`src/rtl/op_dispatch_sequencer.sv`:
```
// Command FIFO plus issue FSM feeding the ALU stage: each queued {op, count}
// is driven on op_code for count consecutive cycles, back-to-back without bubbles.
module op_dispatch_sequencer #(
  parameter int DEPTH = 4,
  parameter int CNT_W = 4
) (
  input  logic                     clk,
  input  logic                     reset_n,
  input  logic                     cmd_valid,
  output logic                     cmd_ready,
  input  logic [2:0]               cmd_op,
  input  logic [CNT_W-1:0]         cmd_count,
  input  logic                     flush,
  output logic [2:0]               op_code,
  output logic                     op_valid,
  output logic                     busy,
  output logic [$clog2(DEPTH):0]   fifo_level,
  output logic                     err_drop
);
  localparam int AW = $clog2(DEPTH);
  localparam int LW = AW + 1;

  typedef enum logic {IDLE, ISSUE} state_t;
  typedef struct packed {
    logic [2:0]       op;
    logic [CNT_W-1:0] cnt;
  } cmd_t;

  cmd_t             mem_q [DEPTH];
  logic [AW-1:0]    wr_ptr_q, rd_ptr_q;
  logic [LW-1:0]    level_q, level_d;
  state_t           state_q;
  logic [2:0]       op_reg_q;
  logic [CNT_W-1:0] cnt_q;
  logic [2:0]       op_code_q;
  logic             op_valid_q, err_drop_q;

  logic accept, legal, push, drop, pop, last_beat;
  cmd_t head;

  assign cmd_ready = (level_q < LW'(DEPTH));
  assign legal     = (cmd_op != 3'b111) && (cmd_count != '0);
  assign accept    = cmd_valid && cmd_ready && !flush;
  assign push      = accept && legal;
  assign drop      = accept && !legal;
  assign last_beat = (state_q == ISSUE) && (cnt_q == CNT_W'(1));
  // Pop on the last beat too, so the next op follows with no idle cycle.
  assign pop       = !flush && (level_q != '0) && ((state_q == IDLE) || last_beat);
  assign head      = mem_q[rd_ptr_q];
  assign level_d   = level_q + LW'(push) - LW'(pop);

  assign op_code    = op_code_q;
  assign op_valid   = op_valid_q;
  assign err_drop   = err_drop_q;
  assign fifo_level = level_q;
  assign busy       = (state_q == ISSUE) || (level_q != '0);

  always_ff @(posedge clk) begin
    if (push) mem_q[wr_ptr_q] <= '{op: cmd_op, cnt: cmd_count};
  end

  always_ff @(posedge clk or negedge reset_n) begin
    if (!reset_n) begin
      wr_ptr_q <= '0;
      rd_ptr_q <= '0;
      level_q  <= '0;
    end else if (flush) begin
      wr_ptr_q <= '0;
      rd_ptr_q <= '0;
      level_q  <= '0;
    end else begin
      if (push) wr_ptr_q <= wr_ptr_q + AW'(1);
      if (pop)  rd_ptr_q <= rd_ptr_q + AW'(1);
      level_q <= level_d;
    end
  end

  always_ff @(posedge clk or negedge reset_n) begin
    if (!reset_n) begin
      state_q    <= IDLE;
      op_reg_q   <= 3'b000;
      cnt_q      <= '0;
      op_code_q  <= 3'b000;
      op_valid_q <= 1'b0;
      err_drop_q <= 1'b0;
    end else begin
      err_drop_q <= drop;
      if (flush) begin
        state_q    <= IDLE;
        cnt_q      <= '0;
        op_code_q  <= 3'b000;
        op_valid_q <= 1'b0;
      end else begin
        case (state_q)
          IDLE: begin
            op_valid_q <= 1'b0;
            op_code_q  <= 3'b000;
            if (pop) begin
              op_reg_q <= head.op;
              cnt_q    <= head.cnt;
              state_q  <= ISSUE;
            end
          end
          ISSUE: begin
            op_valid_q <= 1'b1;
            op_code_q  <= op_reg_q;
            if (last_beat) begin
              if (pop) begin
                op_reg_q <= head.op;
                cnt_q    <= head.cnt;
              end else begin
                cnt_q   <= '0;
                state_q <= IDLE;
              end
            end else begin
              cnt_q <= cnt_q - CNT_W'(1);
            end
          end
          default: state_q <= IDLE;
        endcase
      end
    end
  end
endmodule

```
`config.mk`:
```
export PLATFORM = sky130hd
export DESIGN_NAME = op_dispatch_sequencer
export DESIGN_NICKNAME = d
export VERILOG_FILES = /design/src/rtl/op_dispatch_sequencer.sv
export SDC_FILE = /design/constraint.sdc
export NUM_CORES = 1
export LEC_CHECK = 0
export CAP_MARGIN = 10
export CORE_MARGIN = 2
export CORE_UTILIZATION = 61
export DETAILED_ROUTE_END_ITERATION = 12
export DONT_BUFFER_PORTS = 1
export GPL_TIMING_DRIVEN = 0
export HOLD_SLACK_MARGIN = 0.15
export PLACE_DENSITY = 0.77
export SLEW_MARGIN = 20
export SYNTH_ARGS = -nofsm -noshare
export SYNTH_HDL_FRONTEND = slang
export SYNTH_SLANG_ARGS = --single-unit
```
`constraint.sdc`:
```
create_clock -name clk -period 3 [get_ports clk]
set_input_delay 0.45 -clock clk [delete_from_list [all_inputs] [get_ports clk]]
set_output_delay 0.45 -clock clk [all_outputs]
set_load 0.005 [all_outputs]
```
Word-level counts from Yosys, hierarchy flattened

Memory sizes are Yosys's and may differ from the RTL's.
Index checks and enable logic that the tools add are counted.

Bitwise operators: 2
Magnitude comparators: 1
Reduce and logical (&&, ||, !) cells: 17
Muxes and demuxes: 23
Eq/ne operators: 4
Add/subtract/negate cells: 5

Operators by type and width:

| kind                                              | number |
|---|---|
| two-way mux 4 bit                                 | 4 |
| two-way mux 3 bit                                 | 4 |
| case mux 3 bit (2 select lines)                   | 2 |
| logical AND 1 bit                                 | 8 |
| two-way mux 2 bit                                 | 4 |
| case mux 4 bit (2 select lines)                   | 1 |
| two-way mux 1 bit                                 | 6 |
| != test 3 bit, second input constant              | 2 |
| adder 2 x 1 -> 2 bit, second input constant       | 2 |
| == test 4 x 1 -> 1 bit, second input constant     | 1 |
| case mux 1 bit (2 select lines)                   | 2 |
| nonzero test 2 bit                                | 2 |
| nonzero test 4 bit                                | 1 |
| subtractor 4 x 1 -> 4 bit, second input constant  | 1 |
| adder 3 x 1 -> 3 bit                              | 1 |
| less-than comparator 3 bit, second input constant | 1 |
| nonzero test 3 bit                                | 1 |
| subtractor 3 x 1 -> 3 bit                         | 1 |
| zero test 1 bit                                   | 2 |
| logical OR 1 bit                                  | 2 |
| != test 2 x 1 -> 1 bit, second input constant     | 1 |
| inverter 1 bit                                    | 2 |
| AND reduction 2 bit                               | 1 |

RAM bits: 28
Flip-flop bits (word level): 20
Output and inout port bits: 10
Memories: 1
Logic and storage cells: 62

Memory list:

| name  | words | width | read ports | clocked after Yosys merged registers in | write ports | line | RTL |
|---|---|---|---|---|---|---|---|
| mem_q | 4     | 7     | 1          | 0                                       | 1           | 29   | `cmd_t mem_q [DEPTH];` |

Depth between registers and ports, before layout

Word-level depth: 8
Depth in mapped cells: 12

Worst setup path after synthesis

Ideal clock, no wire load.

Path type: flip-flop to flip-flop
Start: register cnt_q[1]
End: register level_q[2] (netlist: fifo_level[2])
Buffers on the path: 0
Data arrival time: 2.448 ns
Slack: 0.420 ns
Clock period less this slack: 2.580 ns
Stages on the path, launching flop included: 13
Cell sequence: dfrtp_1 > inv_1 > ha_1 > or3b_4 > a21oi_4 > and2b_4 > xor2_1 > ha_1 > inv_1 > fa_1 > xor2_1 > xnor2_1 > nor2_1

Longest elaborated chain between the ends: 6

RTL lines:

| item                      | line | RTL |
|---|---|---|
| start, declared           | 34   | `logic [CNT_W-1:0] cnt_q;` |
| start signal, assigned    | 100  | `cnt_q <= head.cnt;` |
| start signal, assigned    | 110  | `cnt_q <= head.cnt;` |
| start signal, assigned    | 116  | `cnt_q <= cnt_q - CNT_W'(1);` |
| == test 4 x 1 -> 1 bit    | 46   | `assign last_beat = (state_q == ISSUE) && (cnt_q == CNT_W'(1));` |
| logical AND 1 bit         | 46   |  |
| logical OR 1 bit          | 48   | `assign pop = !flush && (level_q != '0) && ((state_q == IDLE) \|\| last_beat);` |
| logical AND 1 bit         | 48   |  |
| subtractor 3 x 1 -> 3 bit | 50   | `assign level_d = level_q + LW'(push) - LW'(pop);` |
| two-way mux 3 bit         | 67   | `end else if (flush) begin` |
| end signal, assigned      | 74   | `level_q <= level_d;` |
| end, declared             | 31   | `logic [LW-1:0] level_q, level_d;` |

No other way between the ends.
A chain may end at the register's enable or synchronous reset.

Worst setup path in the final report

Ends and elaborated chain as after synthesis.

==> results.tsv <==
stage	metric	value	unit
routing	wl_per_cell	17.14	µm
clocking	cts_sinks	48	
yosys	yosys_warnings	0	
min_path	hold_path.class	in2reg	
yosys	synth_area_leaders	edfxtp_1 (41%), dfrtp_1 (24%), mux4_2 (7.6%)	
global_route	grt_first_pass_wirelength	5.568	mm
routing	drt-vias-per-instance	5.706	
yosys	synth_seq_cells	48	
timing	hold_violations	0	
clocking	cts_made_buffers	5	
clocking	clockBufferDepth	2	
yosys	synth_ff_type	edfxtp_1	
critical_path	startpoint_type	flip-flop	
clocking	clock_latency	0.35	ns
routing	vias	1107	
clocking	cts_htree_levels	2	
finish	design_area	0.002285	mm²
power	cellPowerDensity	849.7	mW/mm²
power	power	1.941	mW
yosys	synth_top_cell_area_share	0.4051	
outcome	status	finished clean	
power	vdd_drop_max	0.4514	mV
min_path	hp-start	cmd_op[0]	
timing	period_needed	2.779	ns
placed_design	dp_hpwl	2.369	mm
placed_design	gp_congestion	0.8141	
timing	fin_crit_sh	0.9264	
die	row_count	21	
finish	diodes	0	
critical_path	timing.rr.start	cnt_q[1]	
critical_path	worstSetupStartpoint	cnt_q[1]	
routing	drt_pass1_iterations	4	
timing	maxSlewViolCount	0	
yosys	yosysUniqueCellTypes	37	
die	die_h	62.34	µm
routing	drt_iter0_drc	83	
finish	layout.nets	166	
yosys	synth_cells	135	
yosys	synth_edf_count	28	
global_route	antenna_found_initial	0	
clocking	clkTransAtPathRegs	0.13	ns
critical_path	worstSetupPathType	reg2reg	
yosys	avgSynthCellArea	15.38	µm²
die	die-area	0.003886	mm²
placed_design	dpl-instance-area	0.002133	mm²
timing	max_freq	0.3598	GHz
yosys	synthArstFlopShare	0.4167	
global_route	overflow	0	
global_route	track_usage	0.1928	
job	maxCapViolCount	0	
power	power_leakage	0.8781	nW
global_route	grt_pass1_vias	1172	
placed_design	portBuffers	0	
critical_path	arrival	3.01	ns
critical_path	cp_data_required_time	3.23	ns
timing	tightest_slew	0.8913	ns
timing	setup_violations	0	
global_route	grt_max_degree	21	
yosys	syn-cell-area	0.002076	mm²
routing	antenna_left	0	
timing	rsz0062_at_grt	no	
yosys	synth_nets	154	
timing	tns	0	ns
die	core_area	0.003311	mm²
die	initial_core_util	0.6270	
yosys	yosysSeqAreaShare	0.6462	
critical_path	crit_path_end_kind	flip-flop	
timing	fin_skew	0.006093	ns
yosys	yosys.area.top_type	edfxtp_1	
finish	nFillCells	241	
critical_path	cp_max_fo	5	
timing	relSlewSlack	0.4039	
clocking	root_buffer	clkbuf_4	
finish	syn2layout_area_growth	10.07	%
routing	wl	3.326	mm
die	die_w	62.34	µm
finish	drive_gt1_frac	0.1622	
routing	drc	0	
die	io_pins	21	
clocking	cts_tree	yes	
clocking	postCtsSetupBuffers	0	
-- area by class of cell --
cell class	instances	area (µm²)	area share
Buffer	5	21.27	0.009310
Clock buffer	6	41.29	0.01807
Clock inverter	2	60.06	0.02629
Inverter	8	30.03	0.01314
Multi-Input combinational cell	74	683.2	0.2990
Sequential cell	48	1341	0.5871
Tap cell	46	57.56	0.02519
Timing Repair Buffer	5	50.05	0.02191
-- cells in the mapped netlist, drive strengths merged (3+ instances only) --
library cell and instances:
edfxtp 28, dfrtp 20, inv 8, nor2 8, and2 7, ha 7, mux4 7, a21oi 6
mux2 5, nand2 4, buf 3, nor3 3, xor2 3
-- worst max-delay path, stage by stage, from the launching register on --
cell and delay, ns:
dfrtp_1 0.42, inv_1 0.09, ha_1 0.20, or3b_4 0.43, a21oi_4 0.21, and2b_4 0.24, xor2_1 0.16, ha_1 0.16
inv_1 0.05, fa_1 0.37, xor2_1 0.16, xnor2_1 0.13, nor2_1 0.05
-- layout by cell type (no fill, tap or decap), types with 2 or more instances in the layout --
cell,netlist,layout
clkbuf_4,0,5
mux2_2,2,2
nor3_1,3,3
dfrtp_1,20,20
nor2b_1,2,2
xor2_1,3,3
mux4_2,7,7
clkbuf_1,2,3
buf_2,2,2
and2_1,7,7
dlygate4sd3_1,0,5
a22oi_1,2,2
edfxtp_1,28,28
inv_1,8,8
a21oi_1,5,5
nor2_1,8,8
xnor2_1,2,2
mux2_4,3,3
bufinv_16,0,2
nand2_1,4,4
a31oi_1,2,2
ha_1,7,7
-- path summary, 6_finish.rpt --
check	slack (ns)	end	cells after the start
setup / recovery	0.22	fifo_level[2]	12
hold / removal	0.19	mem_q[0][4]	0
setup reg to reg	0.22	fifo_level[2]	12
hold reg to reg	0.50	op_code[1]	1
max in group asynchronous	1.80	wr_ptr_q[1]	1
min in group asynchronous	0.65	op_code[0]	1
-- per-stage QoR --
stage               setup WS, ns  hold WS, ns  instances    util
floorplan                 0.4199       0.1544        135       -
global placement          0.2779       0.1549        181  0.6444
detailed placement        0.2002       0.1548        181  0.6444
CTS                       0.1828       0.1683        190  0.6780
global route            0.005338       0.1552        194  0.6901
finish                    0.2209       0.1895        194  0.6901
-- layer usage --
layer | up-vias | global-route usage | wire length [µm]
met5 | - | 0 | 0
met4 | 0 | 0.08333 | 55
met3 | 6 | 0.06159 | 138
met2 | 27 | 0.3220 | 1745
met1 | 558 | 0.2323 | 1386
li1 | 516 | - | -
-- timing repair --
item                                    4_1_cts  5_1_grt
resized for setup                             0        0
endpoints found under the setup margin        0        1
hold endpoints to repair                     20       14
hold buffers                                  1        4
-- sequential cells by signal, indices dropped and copies added (netlist names) --
name and flops:
rd_ptr_q 2, op_valid 1, op_reg_q 3, wr_ptr_q 2
mem_q 28, op_code 3, cnt_q 4, state_q 1
err_drop 1, fifo_level 3
-- cell families (layout without fill, tap and decap cells) --
kind of cell    after synthesis  count (layout)  share of synthesized area
simple gates                 34              34                    0.09524
fa+ha+maj                     8               8                    0.05184
buf+inv                      13              26                    0.02471
mux                          13              13                     0.1133
xor+xnor                      5               5                    0.02110
flops                        48              48                     0.6462
compound gates               14              14                    0.04762
-- where the power goes --
part           switching (mW)  total, mW  internal, mW
combinational           0.291      0.589         0.298
clock                   0.190      0.450         0.260
sequential             0.0970      0.902         0.805
(Power assumes the default switching activity.)
==> variant: new RTL, config.mk and constraints unchanged <==
`CNT_W`: 4 -> 3.
--- a/src/rtl/op_dispatch_sequencer.sv
+++ b/src/rtl/op_dispatch_sequencer.sv
@@ -2,7 +2,7 @@
 // is driven on op_code for count consecutive cycles, back-to-back without bubbles.
 module op_dispatch_sequencer #(
   parameter int DEPTH = 4,
-  parameter int CNT_W = 4
+  parameter int CNT_W = 3
 ) (
   input  logic                     clk,
   input  logic                     reset_n,
Ports: changed (resized cmd_count); port bits go from 21 to 20. The function was not compared with the original's and may differ.
==> variant against the original RTL <==
  * Clock skew up 0.0035 ns
  * Area after synthesis down 11%
  * Final area down 14%
  * Total power down 20%
  * Sequential cell count down 5
  * Worst hold slack worse by 0.020 ns
  * Routed wire length down 19%
  * Setup slack better by 0.47 ns
  * Critical path type unchanged
==> variant: results (changes against the original RTL) <==
Clk Tree Root Cell=clkbuf_4 (unchanged); max reg flops=24 (was 28); multi-input logic area=603.1 um2 (was 683.2 um2); H-Tree Depth=2 (unchanged); Fill cells=191 (was 241); clock-pin slew on the worst setup and hold paths=0.13 ns (about the same); Clk Latency, worst-skew pair=0.36 ns; status=finished clean (unchanged); Placed Area=1887 um2 (was 2133 um2); via count=941 (was 1107); syn_area_per_cell=15.66 um2 (was 15.38 um2); FFs w/ async S/R, synth=44.19% (was 41.67%); crit path DAT=2.56 ns (was 3.01 ns); ANT cells=0 (unchanged); routability cong.=0.8060 (was 0.8141); post-DR wirelength/cell=17.07 um (was 17.14 um); clock tree buffer depth=2 (unchanged); postcts setup bufs=0 (unchanged); Worst path slowest cell=dfrtp_1 (was or3b_4); EDFF count, synth=24 (was 28); Distinct cells, synth=29 (was 37); layout cells sized above 1=15.75% (was 16.22%); Crit Path Max Fanout=6 (was 5); port bufs=0 (unchanged); DP HPWL=1.905 mm (was 2.369 mm); Total GRT Usage=19.32% (was 19.28%); vias in the first global route=1012 (was 1172); first-pass GRT wire length=4.705 mm (was 5.568 mm); dominant cells by area after synthesis=edfxtp_1, dfrtp_1, mux4_1 (was edfxtp_1, dfrtp_1, mux4_2); initial antenna violation count=0 (unchanged); largest net degree at the start of global routing=20 (was 21); Biggest register=mem_q (unchanged); top_reg_cell synth=edfxtp_1 (unchanged); CTS Buf Count=5 (unchanged); Mapped Nets=136 (was 154); maximum vdd drop=433.0 uV (was 451.4 uV); total leakage power=0.7568 nW (was 0.8781 nW); Worst-Margin Slew=0.8404 ns (was 0.8913 ns); Worst Skew=0.009623 ns (was 0.006093 ns); drt first pass iters=4 (unchanged); register area share after synthesis=64.73% (was 64.62%); Yosys warnings=0 (unchanged); commonest cells in the netlist=edfxtp_1, dfrtp_1, nor2_1, inv_1 (was edfxtp_1, dfrtp_1, inv_1, nor2_1); HP Class=in -> reg (unchanged); DRT iter0 DRCs=25 (was 83); delay of the slowest cell on the worst path=0.40 ns (was 0.43 ns)
[variant: where the power goes]
part / switching, W / internal (W)
registers: 0.0000837 / 0.000723
logic: 0.000232 / 0.000241
clock network: 0.000186 / 0.0000895
total: 0.000501 / 0.00105
[variant: path summary, 6_finish.rpt]
check	start	end	slack, ns	cells after the start
max in group asynchronous	reset_n	op_reg_q[1]	1.85	1
worst max-delay path	cnt_q[1]	fifo_level[2]	0.69	11
min in group asynchronous	reset_n	fifo_level[2]	0.62	1
worst max register to register	cnt_q[1]	fifo_level[2]	0.69	11
worst min register to register	op_reg_q[0]	op_code[0]	0.49	1
worst min-delay path	flush	op_valid	0.17	1
[variant: cell type report]
class / count / share of cell area, %
multi-input cells: 64 / 30.86
clock inverters: 3 / 1.024
clock buffers: 5 / 1.921
plain buffers: 3 / 0.9603
well taps: 31 / 1.985
repair buffers: 1 / 0.5122
inverters: 8 / 1.536
flip-flops and latches: 43 / 61.20
[variant: metal layers]
metal	part of all wire (%)	global-route usage [%]
met1	42	24.50
met2	49	29.68
met3	6.1	7.860
met4	2.0	8.117
met5	0	0
[variant: cells by family (layout without fill, tap and decap cells)]
kind of cell | after synthesis | after routing | share of synthesized area [%]
mux | 14 | 14 | 13.07
compound gates | 8 | 8 | 3.115
simple gates | 30 | 30 | 8.733
flops | 43 | 43 | 64.73
xor+xnor | 4 | 4 | 1.896
buf+inv | 11 | 20 | 2.641
fa+ha+maj | 8 | 8 | 5.822
[variant: critical path, delay by kind of cell (launching register included)]
family	cells	cell delay (ns)
simple gates	3	0.32
mux	1	0.15
buf+inv	2	0.13
fa+ha+maj	3	0.69
xor+xnor	1	0.17
compound gates	1	0.33
flops	1	0.40
[variant: through the flow]
stage / setup WS (ns) / total power, W / cells
global placement: 0.7444 / 0.001270 / 149
detailed placement: 0.7012 / 0.001289 / 149
CTS: 0.6808 / 0.001570 / 158
floorplan: 0.9357 / 0.001196 / 118
finish: 0.6862 / 0.001555 / 158
global route: 0.5236 / 0.001666 / 158
[variant: repair_timing]
| action | in CTS | in global routing |
|---|---|---|
| resized for setup | 0 | 0 |
| endpoints found under the hold margin | 19 | 0 |
| hold buffers | 1 | 0 |
